===== config.mk =====
export PLATFORM = sky130hd
export DESIGN_NAME = sccb_slave
export DESIGN_NICKNAME = d
export VERILOG_FILES = /design/src/rtl/sccb_pkg.sv /design/src/rtl/sccb_edge_sync.sv /design/src/rtl/sccb_slave.sv
export SDC_FILE = /design/constraint.sdc
export NUM_CORES = 1
export LEC_CHECK = 0
export ABC_AREA = 1
export BUFFER_PORTS_ARGS = -buffer_cell sky130_fd_sc_hd__buf_2
export CELL_PAD_IN_SITES_DETAIL_PLACEMENT = 1
export CELL_PAD_IN_SITES_GLOBAL_PLACEMENT = 1
export CORE_MARGIN = 3
export CORE_UTILIZATION = 23
export CTS_CLUSTER_DIAMETER = 30
export DETAILED_ROUTE_END_ITERATION = 6
export PLACE_DENSITY = 0.5
export SYNTH_ARGS = -nofsm -noshare
export SYNTH_HDL_FRONTEND = slang
export SYNTH_HIERARCHICAL = 1
export SYNTH_SLANG_ARGS = --single-unit

===== constraint.sdc =====
create_clock -name clk -period 2.84 [get_ports clk]
set_input_delay 0.284 -clock clk [delete_from_list [all_inputs] [get_ports clk]]
set_output_delay 0.284 -clock clk [all_outputs]
set_load 0.1 [all_outputs]

===== src/rtl/sccb_pkg.sv =====
`default_nettype none
// ============================================================================
//  Module      : sccb_pkg
//  Description : Shared SCCB definitions: slave FSM states, direction bit
//                encoding, byte width and the default camera device ID.
//  Revision    : 1.0  initial release
// ============================================================================
package sccb_pkg;

    localparam logic       WR_BIT      = 1'b0;
    localparam logic       RD_BIT      = 1'b1;
    localparam int         BYTE_BITS   = 8;
    localparam logic [6:0] SCCB_DEV_ID = 7'h21;

    typedef enum logic [3:0] {
        IDLE     = 4'd0,
        ID       = 4'd1,
        ID_DC    = 4'd2,
        SUB      = 4'd3,
        SUB_DC   = 4'd4,
        WDATA    = 4'd5,
        WDATA_DC = 4'd6,
        RDATA    = 4'd7,
        RDATA_NA = 4'd8,
        IGNORE   = 4'd9
    } sccb_state_t;

endpackage
`default_nettype wire


===== src/rtl/sccb_edge_sync.sv =====
`default_nettype none
// ============================================================================
//  Module      : sccb_edge_sync
//  Description : Synchronizes sio_c / sio_d and decodes clock edges plus
//                start and stop conditions as single-cycle pulses.
//  Revision    : 1.0  initial release
// ============================================================================
module sccb_edge_sync #(
    parameter int SYNC_STAGES = 2
) (
    input  logic clk,
    input  logic rst,
    input  logic sio_c,
    input  logic sio_d_in,
    output logic scl_s,
    output logic sda_s,
    output logic rise,
    output logic fall,
    output logic start,
    output logic stop
);

    logic [SYNC_STAGES-1:0] r_scl_sync;
    logic [SYNC_STAGES-1:0] r_sda_sync;
    logic                   r_scl_d;
    logic                   r_sda_d;

    // Synchronizer chains plus one delay flop; reset to the idle-high bus level
    // so leaving reset never looks like an edge or a start condition.
    always_ff @(posedge clk) begin
        if (rst) begin
            r_scl_sync <= '1;
            r_sda_sync <= '1;
            r_scl_d    <= 1'b1;
            r_sda_d    <= 1'b1;
        end else begin
            r_scl_sync <= {r_scl_sync[SYNC_STAGES-2:0], sio_c};
            r_sda_sync <= {r_sda_sync[SYNC_STAGES-2:0], sio_d_in};
            r_scl_d    <= scl_s;
            r_sda_d    <= sda_s;
        end
    end

    assign scl_s = r_scl_sync[SYNC_STAGES-1];
    assign sda_s = r_sda_sync[SYNC_STAGES-1];
    assign rise  =  scl_s & ~r_scl_d;
    assign fall  = ~scl_s &  r_scl_d;
    // Start/stop require scl high on both sides of the sda transition.
    assign start =  scl_s &  r_scl_d &  r_sda_d & ~sda_s;
    assign stop  =  scl_s &  r_scl_d & ~r_sda_d &  sda_s;

endmodule
`default_nettype wire


===== src/rtl/sccb_slave.sv =====
`default_nettype none
// ============================================================================
//  Module      : sccb_slave
//  Description : SCCB target. Decodes ID / sub-address / data phases, issues
//                register-file strobes and drives read data onto sio_d.
//  Revision    : 1.0  initial release
// ============================================================================
module sccb_slave
    import sccb_pkg::*;
#(
    parameter logic [6:0] DEV_ID      = SCCB_DEV_ID,
    parameter int         SYNC_STAGES = 2,
    parameter bit         DRIVE_DC    = 1'b1
) (
    input  logic       clk,
    input  logic       rst,
    input  logic       sio_c,
    input  logic       sio_d_in,
    output logic       sio_d_out,
    output logic       sio_d_oe,
    output logic [7:0] reg_addr,
    output logic [7:0] reg_wdata,
    output logic       reg_we,
    output logic       reg_re,
    input  logic [7:0] reg_rdata,
    output logic       busy,
    output logic       id_err
);

    logic w_scl_s, w_sda_s, w_rise, w_fall, w_start, w_stop;

    sccb_edge_sync #(.SYNC_STAGES(SYNC_STAGES)) u_edge_sync (
        .clk      (clk),
        .rst      (rst),
        .sio_c    (sio_c),
        .sio_d_in (sio_d_in),
        .scl_s    (w_scl_s),
        .sda_s    (w_sda_s),
        .rise     (w_rise),
        .fall     (w_fall),
        .start    (w_start),
        .stop     (w_stop)
    );

    sccb_state_t          r_state, w_state_n;
    logic [2:0]           r_cnt, w_cnt_n;
    logic [BYTE_BITS-1:0] r_shift, w_shift_n, w_byte;
    logic                 r_done, w_done_n;     // byte received, waiting for its closing fall
    logic                 r_dir, w_dir_n;
    logic                 r_oe, w_oe_n, r_out, w_out_n, r_busy, w_busy_n;
    logic [7:0]           r_addr, w_addr_n, r_wdata, w_wdata_n;
    logic                 r_we, w_we_n, r_re, w_re_n, r_id_err, w_id_err_n;
    logic                 w_sample;

    assign w_byte   = {r_shift[BYTE_BITS-2:0], w_sda_s};
    assign w_sample = w_rise & w_scl_s;

    // State and datapath registers.
    always_ff @(posedge clk) begin
        if (rst) begin
            r_state <= IDLE;   r_cnt   <= '0;    r_shift <= '0;
            r_done  <= 1'b0;   r_dir   <= 1'b0;  r_oe    <= 1'b0;
            r_out   <= 1'b0;   r_busy  <= 1'b0;  r_addr  <= '0;
            r_wdata <= '0;     r_we    <= 1'b0;  r_re    <= 1'b0;
            r_id_err <= 1'b0;
        end else begin
            r_state <= w_state_n; r_cnt   <= w_cnt_n;  r_shift <= w_shift_n;
            r_done  <= w_done_n;  r_dir   <= w_dir_n;  r_oe    <= w_oe_n;
            r_out   <= w_out_n;   r_busy  <= w_busy_n; r_addr  <= w_addr_n;
            r_wdata <= w_wdata_n; r_we    <= w_we_n;   r_re    <= w_re_n;
            r_id_err <= w_id_err_n;
        end
    end

    // Next-state, shifter and strobe decode; start/stop outrank bit events.
    always_comb begin
        w_state_n = r_state; w_cnt_n  = r_cnt;  w_shift_n = r_shift;
        w_done_n  = r_done;  w_dir_n  = r_dir;  w_oe_n    = r_oe;
        w_out_n   = r_out;   w_busy_n = r_busy; w_addr_n  = r_addr;
        w_wdata_n = r_wdata; w_we_n   = 1'b0;   w_re_n    = 1'b0;
        w_id_err_n = 1'b0;
        if (w_stop) begin
            w_state_n = IDLE;
            w_oe_n    = 1'b0;
            w_out_n   = 1'b0;
            w_busy_n  = 1'b0;
            w_done_n  = 1'b0;
        end else if (w_start) begin
            // The bus is ours only after the ID byte; never keep driving across a start.
            w_state_n = ID;
            w_cnt_n   = '0;
            w_done_n  = 1'b0;
            w_oe_n    = 1'b0;
        end else begin
            // Read data arrives the cycle after the reg_re strobe.
            if (r_re) w_shift_n = reg_rdata;
            unique case (r_state)
                ID, SUB, WDATA: begin
                    if (w_sample && !r_done) begin
                        w_shift_n = w_byte;
                        w_cnt_n   = r_cnt + 3'd1;
                        if (r_cnt == 3'(BYTE_BITS-1)) begin
                            w_done_n = 1'b1;
                            if (r_state == ID) begin
                                if (w_byte[7:1] != DEV_ID) begin
                                    w_id_err_n = 1'b1;
                                    w_state_n  = IGNORE;
                                    w_done_n   = 1'b0;
                                end else begin
                                    w_busy_n = 1'b1;
                                    w_dir_n  = w_byte[0];
                                    w_re_n   = (w_byte[0] == RD_BIT);
                                end
                            end else if (r_state == SUB) begin
                                w_addr_n = w_byte;
                            end else begin
                                w_wdata_n = w_byte;
                                w_we_n    = 1'b1;
                            end
                        end
                    end else if (w_fall && r_done) begin
                        w_done_n  = 1'b0;
                        w_cnt_n   = '0;
                        w_oe_n    = DRIVE_DC;
                        w_out_n   = 1'b0;
                        w_state_n = (r_state == ID)  ? ID_DC :
                                    (r_state == SUB) ? SUB_DC : WDATA_DC;
                    end
                end
                ID_DC: begin
                    if (w_fall) begin
                        if (r_dir == WR_BIT) begin
                            w_state_n = SUB;
                            w_oe_n    = 1'b0;
                        end else begin
                            w_state_n = RDATA;
                            w_oe_n    = 1'b1;
                            w_out_n   = r_shift[BYTE_BITS-1];
                            w_shift_n = {r_shift[BYTE_BITS-2:0], 1'b0};
                            w_cnt_n   = 3'd1;
                        end
                    end
                end
                SUB_DC: begin
                    if (w_fall) begin
                        w_state_n = WDATA;
                        w_oe_n    = 1'b0;
                    end
                end
                WDATA_DC: begin
                    if (w_fall) begin
                        w_state_n = IGNORE;
                        w_oe_n    = 1'b0;
                    end
                end
                RDATA: begin
                    // r_cnt counts bits already driven; wraps to 0 once all 8 are out.
                    if (w_fall) begin
                        if (r_cnt == 3'd0) begin
                            w_state_n = RDATA_NA;
                            w_oe_n    = 1'b0;
                            w_out_n   = 1'b0;
                        end else begin
                            w_out_n   = r_shift[BYTE_BITS-1];
                            w_shift_n = {r_shift[BYTE_BITS-2:0], 1'b0};
                            w_cnt_n   = r_cnt + 3'd1;
                        end
                    end
                end
                default: ;
            endcase
        end
    end

    assign sio_d_out = r_out;
    assign sio_d_oe  = r_oe;
    assign reg_addr  = r_addr;
    assign reg_wdata = r_wdata;
    assign reg_we    = r_we;
    assign reg_re    = r_re;
    assign busy      = r_busy;
    assign id_err    = r_id_err;

endmodule
`default_nettype wire


==> reports/metrics.yaml, run 1 <==
status: "complete, no violations"
fin_skew_ns: 0.0123
timing.hold.ws_ns: 0.162
antenna_left: 0
initial_core_util: 0.242
synth_cells: 352
swShare: 0.445
drt-vias-per-instance: 4.30
layout_common_cells: "nand2_1 (74), dfxtp_1 (45), inv_1 (38), nor2_1 (38), buf_2 (33)"
wire_per_inst_um: 13.4
place_ws_ns: 0.846
nets: 401
cts_tree: "yes"
via_count: 2236
cp.required_ns: 3.03
start_kind: "register"
worst_slew_pin_slew_ns: 0.615
cts_resized: 0
cts_sinks: 45
seq_area_frac_synth: 0.371
root_buffer: "clkbuf_8"
dpl_cell_area_um2: 2730
hpwlAfterDp_mm: 5.42
maxCapViolations: 0
hold_violations: 0
layout_commonest_cell: "nand2_1"
cp_max_fo: 16
drc: 0
rsz0062_at_grt: "false"
drtPass1Iterations: 4
leakagePower_nw: 1.38
cts_max_path_buffers: 2
p_clk_frac: 0.211
first_iter_violations: 52
drive_above_1_share: 0.222
grt_max_degree: 22
fin_tns_setup_ns: 0
seqPwrFrac: 0.372
max_freq_mhz: 498
grt_util_all_layers: 0.122
syn_nets: 367
slew_viol_final: 0
fin_ws_ns: 0.831
yosys_warnings: 6
area_delta_synth_final_pct: 16.1
synthesis.area_um2: 2430
p_per_area_nw_per_um2: 720
num_antenna_cells: 0
io_buffers: 33
hp-class: "in2reg"
stdcell_area_um2: 2820
die_y_um: 109
grt_pass1_vias: 2230
clock_latency_ns: 0.30
postCtsHoldBufs: 0
ys_seq_elements: 45
period_minus_slack_ns: 2.01
postCtsSetupBuffers: 0
path_clk_slew_ns: 0.10
crit_type: "reg2reg"
endpoint_kind: "register"
wl_mm: 6.97
num_rows: 36
fin_crit_sh: 0.708
relSlewSlack: 0.590
numCtsBuffers: 5
ios: 34
core-area_um2: 10000
gp_congestion: 0.769
p_switching_uw: 903
die_w_um: 109
die_area_um2: 11800
synth.avg_cell_area_um2: 6.91
grt_pass1_wl_mm: 11.4
grt-ovfl-total: 0
ir_worst_vdd_v: 0.000315
antenna_found_initial: 0
internal_power_mw: 1.13
synth_cell_types: 34
setup_viol_count_final: 0
comb_power_share: 0.417
critPathArrivalTime_ns: 2.20
htreeDepth: 2
[synth_stat cells (all sizes together)]
cell	number	area (µm²)
nand2	86	378
inv	48	180
nor2	46	223
dfxtp	45	901
o21ai	37	204
a21oi	32	168
nand3	28	173
nor3	5	30.0
buf	4	32.5
clkbuf	4	16.3
or2	4	25.0
clkinv	3	17.5
ha	3	37.5
a31oi	2	12.5
nand4	2	12.5
a21boi	1	7.51
o22ai	1	6.26
o31ai	1	7.51
[layer usage]
metal  vias up  wire, µm  track usage
met3         4       162       0.0201
met2        22      3050        0.190
met5         -         0            0
met4         0        57       0.0216
met1      1021      3700        0.179
li1       1189         -            -
[through the flow]
stage | total power [mW] | utilization | std cells
2_1_floorplan | 1.44 | - | 352
3_3_place_gp | 1.63 | 0.272 | 512
3_5_place_dp | 1.63 | 0.272 | 512
4_1_cts | 2.07 | 0.281 | 520
5_1_grt | 2.21 | 0.281 | 520
6_report | 2.03 | 0.281 | 520
[state kept, by name (all words and copies together), names as in the netlist, 2 cells and up]
| name | flops |
|---|---|
| r_state | 4 |
| r_cnt | 3 |
| u_edge_sync/r_scl_sync | 2 |
| reg_addr | 8 |
| u_edge_sync/r_sda_sync | 2 |
| r_shift | 8 |
| reg_wdata | 8 |
[power groups by stage]
stage          combinational [mW]  sequential [mW]  clock (mW)
3_3_place_gp                0.861            0.770           0
6_report                    0.847            0.755       0.429
4_1_cts                     0.860            0.758       0.453
3_5_place_dp                0.857            0.772           0
2_1_floorplan               0.604            0.831           0
5_1_grt                     0.964            0.766       0.475
[layout make-up]
class / count / area [µm²]
timing repair buffer: 35 / 180
clock buffer: 5 / 68.8
inverter: 51 / 198
sequential: 45 / 901
multi-input combinational: 248 / 1280
clock inverter: 3 / 25.0
fill: 1272 / 7220
tap: 133 / 166
[final timing paths]
check / start / end / slack (ns) / depth (start not counted)
max reg2reg: u_edge_sync/r_scl_sync[1] / reg_addr[4] / 0.83 / 9
min: sio_c / u_edge_sync/r_scl_sync[0] / 0.16 / 2
max: u_edge_sync/r_scl_sync[1] / reg_addr[4] / 0.83 / 9
min reg2reg: u_edge_sync/r_scl_sync[0] / u_edge_sync/r_scl_sync[1] / 0.41 / 1
[worst max-delay path: stages, from the launching register on]
cell,delay [ns]
dfxtp_1,0.39
nand2_1,0.09
nor2_1,0.46
clkinv_2,0.23
nand2_4,0.18
nor2_1,0.09
nand3_1,0.11
inv_2,0.12
o21ai_0,0.19
a21oi_1,0.05
[cells by family (layout without fill, tap and decap cells)]
family                     after synthesis  after routing  synth area share
AOI/OAI and AO/OA                       74             74             0.167
and+or+nand+nor                        171            171             0.346
adders and majority gates                3              3            0.0154
DFF                                     45             45             0.371
buffers and inverters                   59             94             0.101
No activity file was read; power rests on OpenSTA's default activity.
==> run 2: changes to the inputs <==
--- a/config.mk
+++ b/config.mk
@@ -13,7 +13,7 @@
 export CORE_UTILIZATION = 23
 export CTS_CLUSTER_DIAMETER = 30
 export DETAILED_ROUTE_END_ITERATION = 6
-export PLACE_DENSITY = 0.5
+export PLACE_DENSITY = 0.52
 export SYNTH_ARGS = -nofsm -noshare
 export SYNTH_HDL_FRONTEND = slang
 export SYNTH_HIERARCHICAL = 1
==> constraint.sdc (replaced) <==
create_clock -name clk -period 1.8 [get_ports clk]
set_input_delay 0.18 -clock clk [delete_from_list [all_inputs] [get_ports clk]]
set_output_delay 0.18 -clock clk [all_outputs]
set_load 0.1 [all_outputs]
==> reports/metrics.yaml, run 2 (synthesized netlist as in run 1, its figures left out) <==
grt_max_degree: 18  # was 22
wl_mm: 7.08  # was 6.97 mm
setup_viol_count_final: 0  # unchanged
hold_violations: 0  # unchanged
grt_util_all_layers: 0.130  # was 0.122
max_freq_mhz: 603  # was 498 MHz
crit_top_cell: "nand2_1"  # was nor2_1
instances_no_fill: 534  # was 520
cp_slowest_stage_delay_ns: 0.39  # was 0.46 ns
p_per_area_nw_per_um2: 1120  # was 720 nW/µm²
placed_cells: 524  # was 512
drt-vias-per-instance: 4.33  # was 4.30
worst_slew_pin_slew_ns: 0.490  # was 0.615 ns
fin_crit_sh: 0.921  # was 0.708
cts_tree: "yes"  # unchanged
die_y_um: 109  # unchanged
grt_pass1_wl_mm: 12.0  # was 11.4 mm
fillers: 1292  # was 1272
leakagePower_nw: 1.44  # was 1.38 nW
grt_pass1_vias: 2351  # was 2230
cp.required_ns: 2.00  # was 3.03 ns
drc: 0  # unchanged
core-area_um2: 10000  # unchanged
period_minus_slack_ns: 1.66  # was 2.01 ns
hpwlAfterDp_mm: 5.48  # was 5.42 mm
htreeDepth: 2  # unchanged
cts_max_path_buffers: 2  # unchanged
num_rows: 36  # unchanged
grt_use_met1: 0.190  # was 0.179
wire_per_inst_um: 13.3  # was 13.4 µm
die_w_um: 109  # unchanged
endpoint_kind: "register"  # unchanged
num_antenna_cells: 0  # unchanged
initial_core_util: 0.242  # unchanged
startpoint: "u_edge_sync/r_scl_sync[1]"  # unchanged
layout_commonest_cell: "nand2_1"  # unchanged
drtPass1Iterations: 5  # was 4
layout_common_cells: "nand2_1 (74), dfxtp_1 (45), inv_1 (38), nor2_1 (36), buf_2 (33)"  # was nand2_1 (74), dfxtp_1 (45), inv_1 (38), nor2_1 (38), buf_2 (33)
critPathArrivalTime_ns: 1.86  # was 2.20 ns
via_count: 2313  # was 2236
maxCapViolations: 0  # unchanged
io_buffers: 33  # unchanged
postCtsHoldBufs: 0  # unchanged
r2r.worst_path.cells: 11  # was 9
antenna_found_initial: 0  # unchanged
fin_tns_setup_ns: 0  # unchanged
clock_latency_ns: 0.31  # was 0.30 ns
die_area_um2: 11800  # unchanged
cts_sinks: 45  # unchanged
first_iter_violations: 94  # was 52
grt-ovfl-total: 0  # unchanged
top_usage_layer: "met2"  # unchanged
drive_above_1_share: 0.254  # was 0.222
slowest_stage: "dfxtp_1"  # was nor2_1
gp_congestion: 0.747  # was 0.769
crit_chain: "inv_1 -> nor2_1 -> nand3_2 -> o21ai_0 -> inv_1 -> nand2_1 -> nand2_1 -> nand2_1 -> nand2_1 -> nand2_1 -> nor2_1"  # was nand2_1 -> nor2_1 -> clkinv_2 -> nand2_4 -> nor2_1 -> nand3_1 -> inv_2 -> o21ai_0 -> a21oi_1
path_clk_slew_ns: 0.09  # was 0.10 ns
status: "complete, no violations"  # unchanged
r2r_end: "r_state[1]"  # was reg_addr[4]
fin_skew_ns: 0.0131  # was 0.0123 ns
slew_viol_final: 0  # unchanged
use_met3: 0.0213  # was 0.0201
antenna_left: 0  # unchanged
numCtsBuffers: 5  # unchanged
cp_max_fo: 7  # was 16
ios: 34  # unchanged
nets: 415  # was 401
ir_worst_vdd_v: 0.000461  # was 0.000315 V
hp-class: "in2reg"  # unchanged
rsz0062_at_grt: "true"  # was false
timing.hold.ws_ns: 0.0523  # was 0.162 ns
start_kind: "register"  # unchanged
relSlewSlack: 0.676  # was 0.590
r2r_start: "u_edge_sync/r_scl_sync[1]"  # unchanged
crit_type: "reg2reg"  # unchanged
root_buffer: "clkbuf_8"  # unchanged
crit_path_end: "r_state[1]"  # was reg_addr[4]
area_delta_synth_final_pct: 20.8  # was 16.1%
rrSetupSlack_ns: 0.14  # was 0.83 ns
met2_usage: 0.193  # was 0.190
run 2: worst min path at each step:
stage,start,endpoint,slack (ns),cells after the start
floorplan,sio_c,u_edge_sync/r_scl_sync[0],0.28,1
global placement,sio_c,u_edge_sync/r_scl_sync[0],0.36,2
detailed placement,sio_c,u_edge_sync/r_scl_sync[0],0.37,2
CTS,sio_c,u_edge_sync/r_scl_sync[0],0.04,2
global route,sio_c,u_edge_sync/r_scl_sync[0],0.05,2
finish,sio_c,u_edge_sync/r_scl_sync[0],0.05,2
run 2: worst max-delay path: cells and delay by family (launching register included):
| kind | cells | cell delay (ns) |
|---|---|---|
| compound gates | 1 | 0.29 |
| buf+inv | 2 | 0.14 |
| flops | 1 | 0.39 |
| simple gates | 8 | 0.74 |
run 2: layout make-up:
type	instances	area [µm²]	area share
Clock buffer	5	68.8	0.0234
Clock inverter	3	25.0	0.00852
Inverter	51	203	0.0690
Multi-Input combinational cell	248	1290	0.439
Sequential cell	45	901	0.307
Tap cell	133	166	0.0566
Timing Repair Buffer	49	285	0.0971
run 2: through the flow:
step           total power [mW]  cell area, µm²  utilization  setup slack, ns
4_1_cts                    3.32            2910        0.290            0.117
2_1_floorplan              2.26            2430            -           0.0280
3_5_place_dp               2.60            2820        0.281            0.142
3_3_place_gp               2.60            2820        0.281            0.128
5_1_grt                    3.59            2940        0.292          -0.0424
6_report                   3.30            2940        0.292            0.143
run 2: layer usage:
metal  routed length [µm]  part of all wire
met1                 3790              0.54
met2                 2990              0.42
met3                  198             0.028
met4                  102             0.014
met5                    0                 0
run 2: timing repair:
item / 4_1_cts / 5_1_grt
gates resized for setup: 0 / 5
setup buffers: 0 / 2
setup endpoints to repair: 0 / 15
endpoints found under the hold margin: 0 / 0
run 2: where the power goes:
group	total [mW]	leakage [nW]	internal (mW)	switching [mW]
combinational	1.42	1.03	0.467	0.957
clock	0.692	0.0447	0.282	0.411
sequential	1.18	0.366	1.09	0.0905
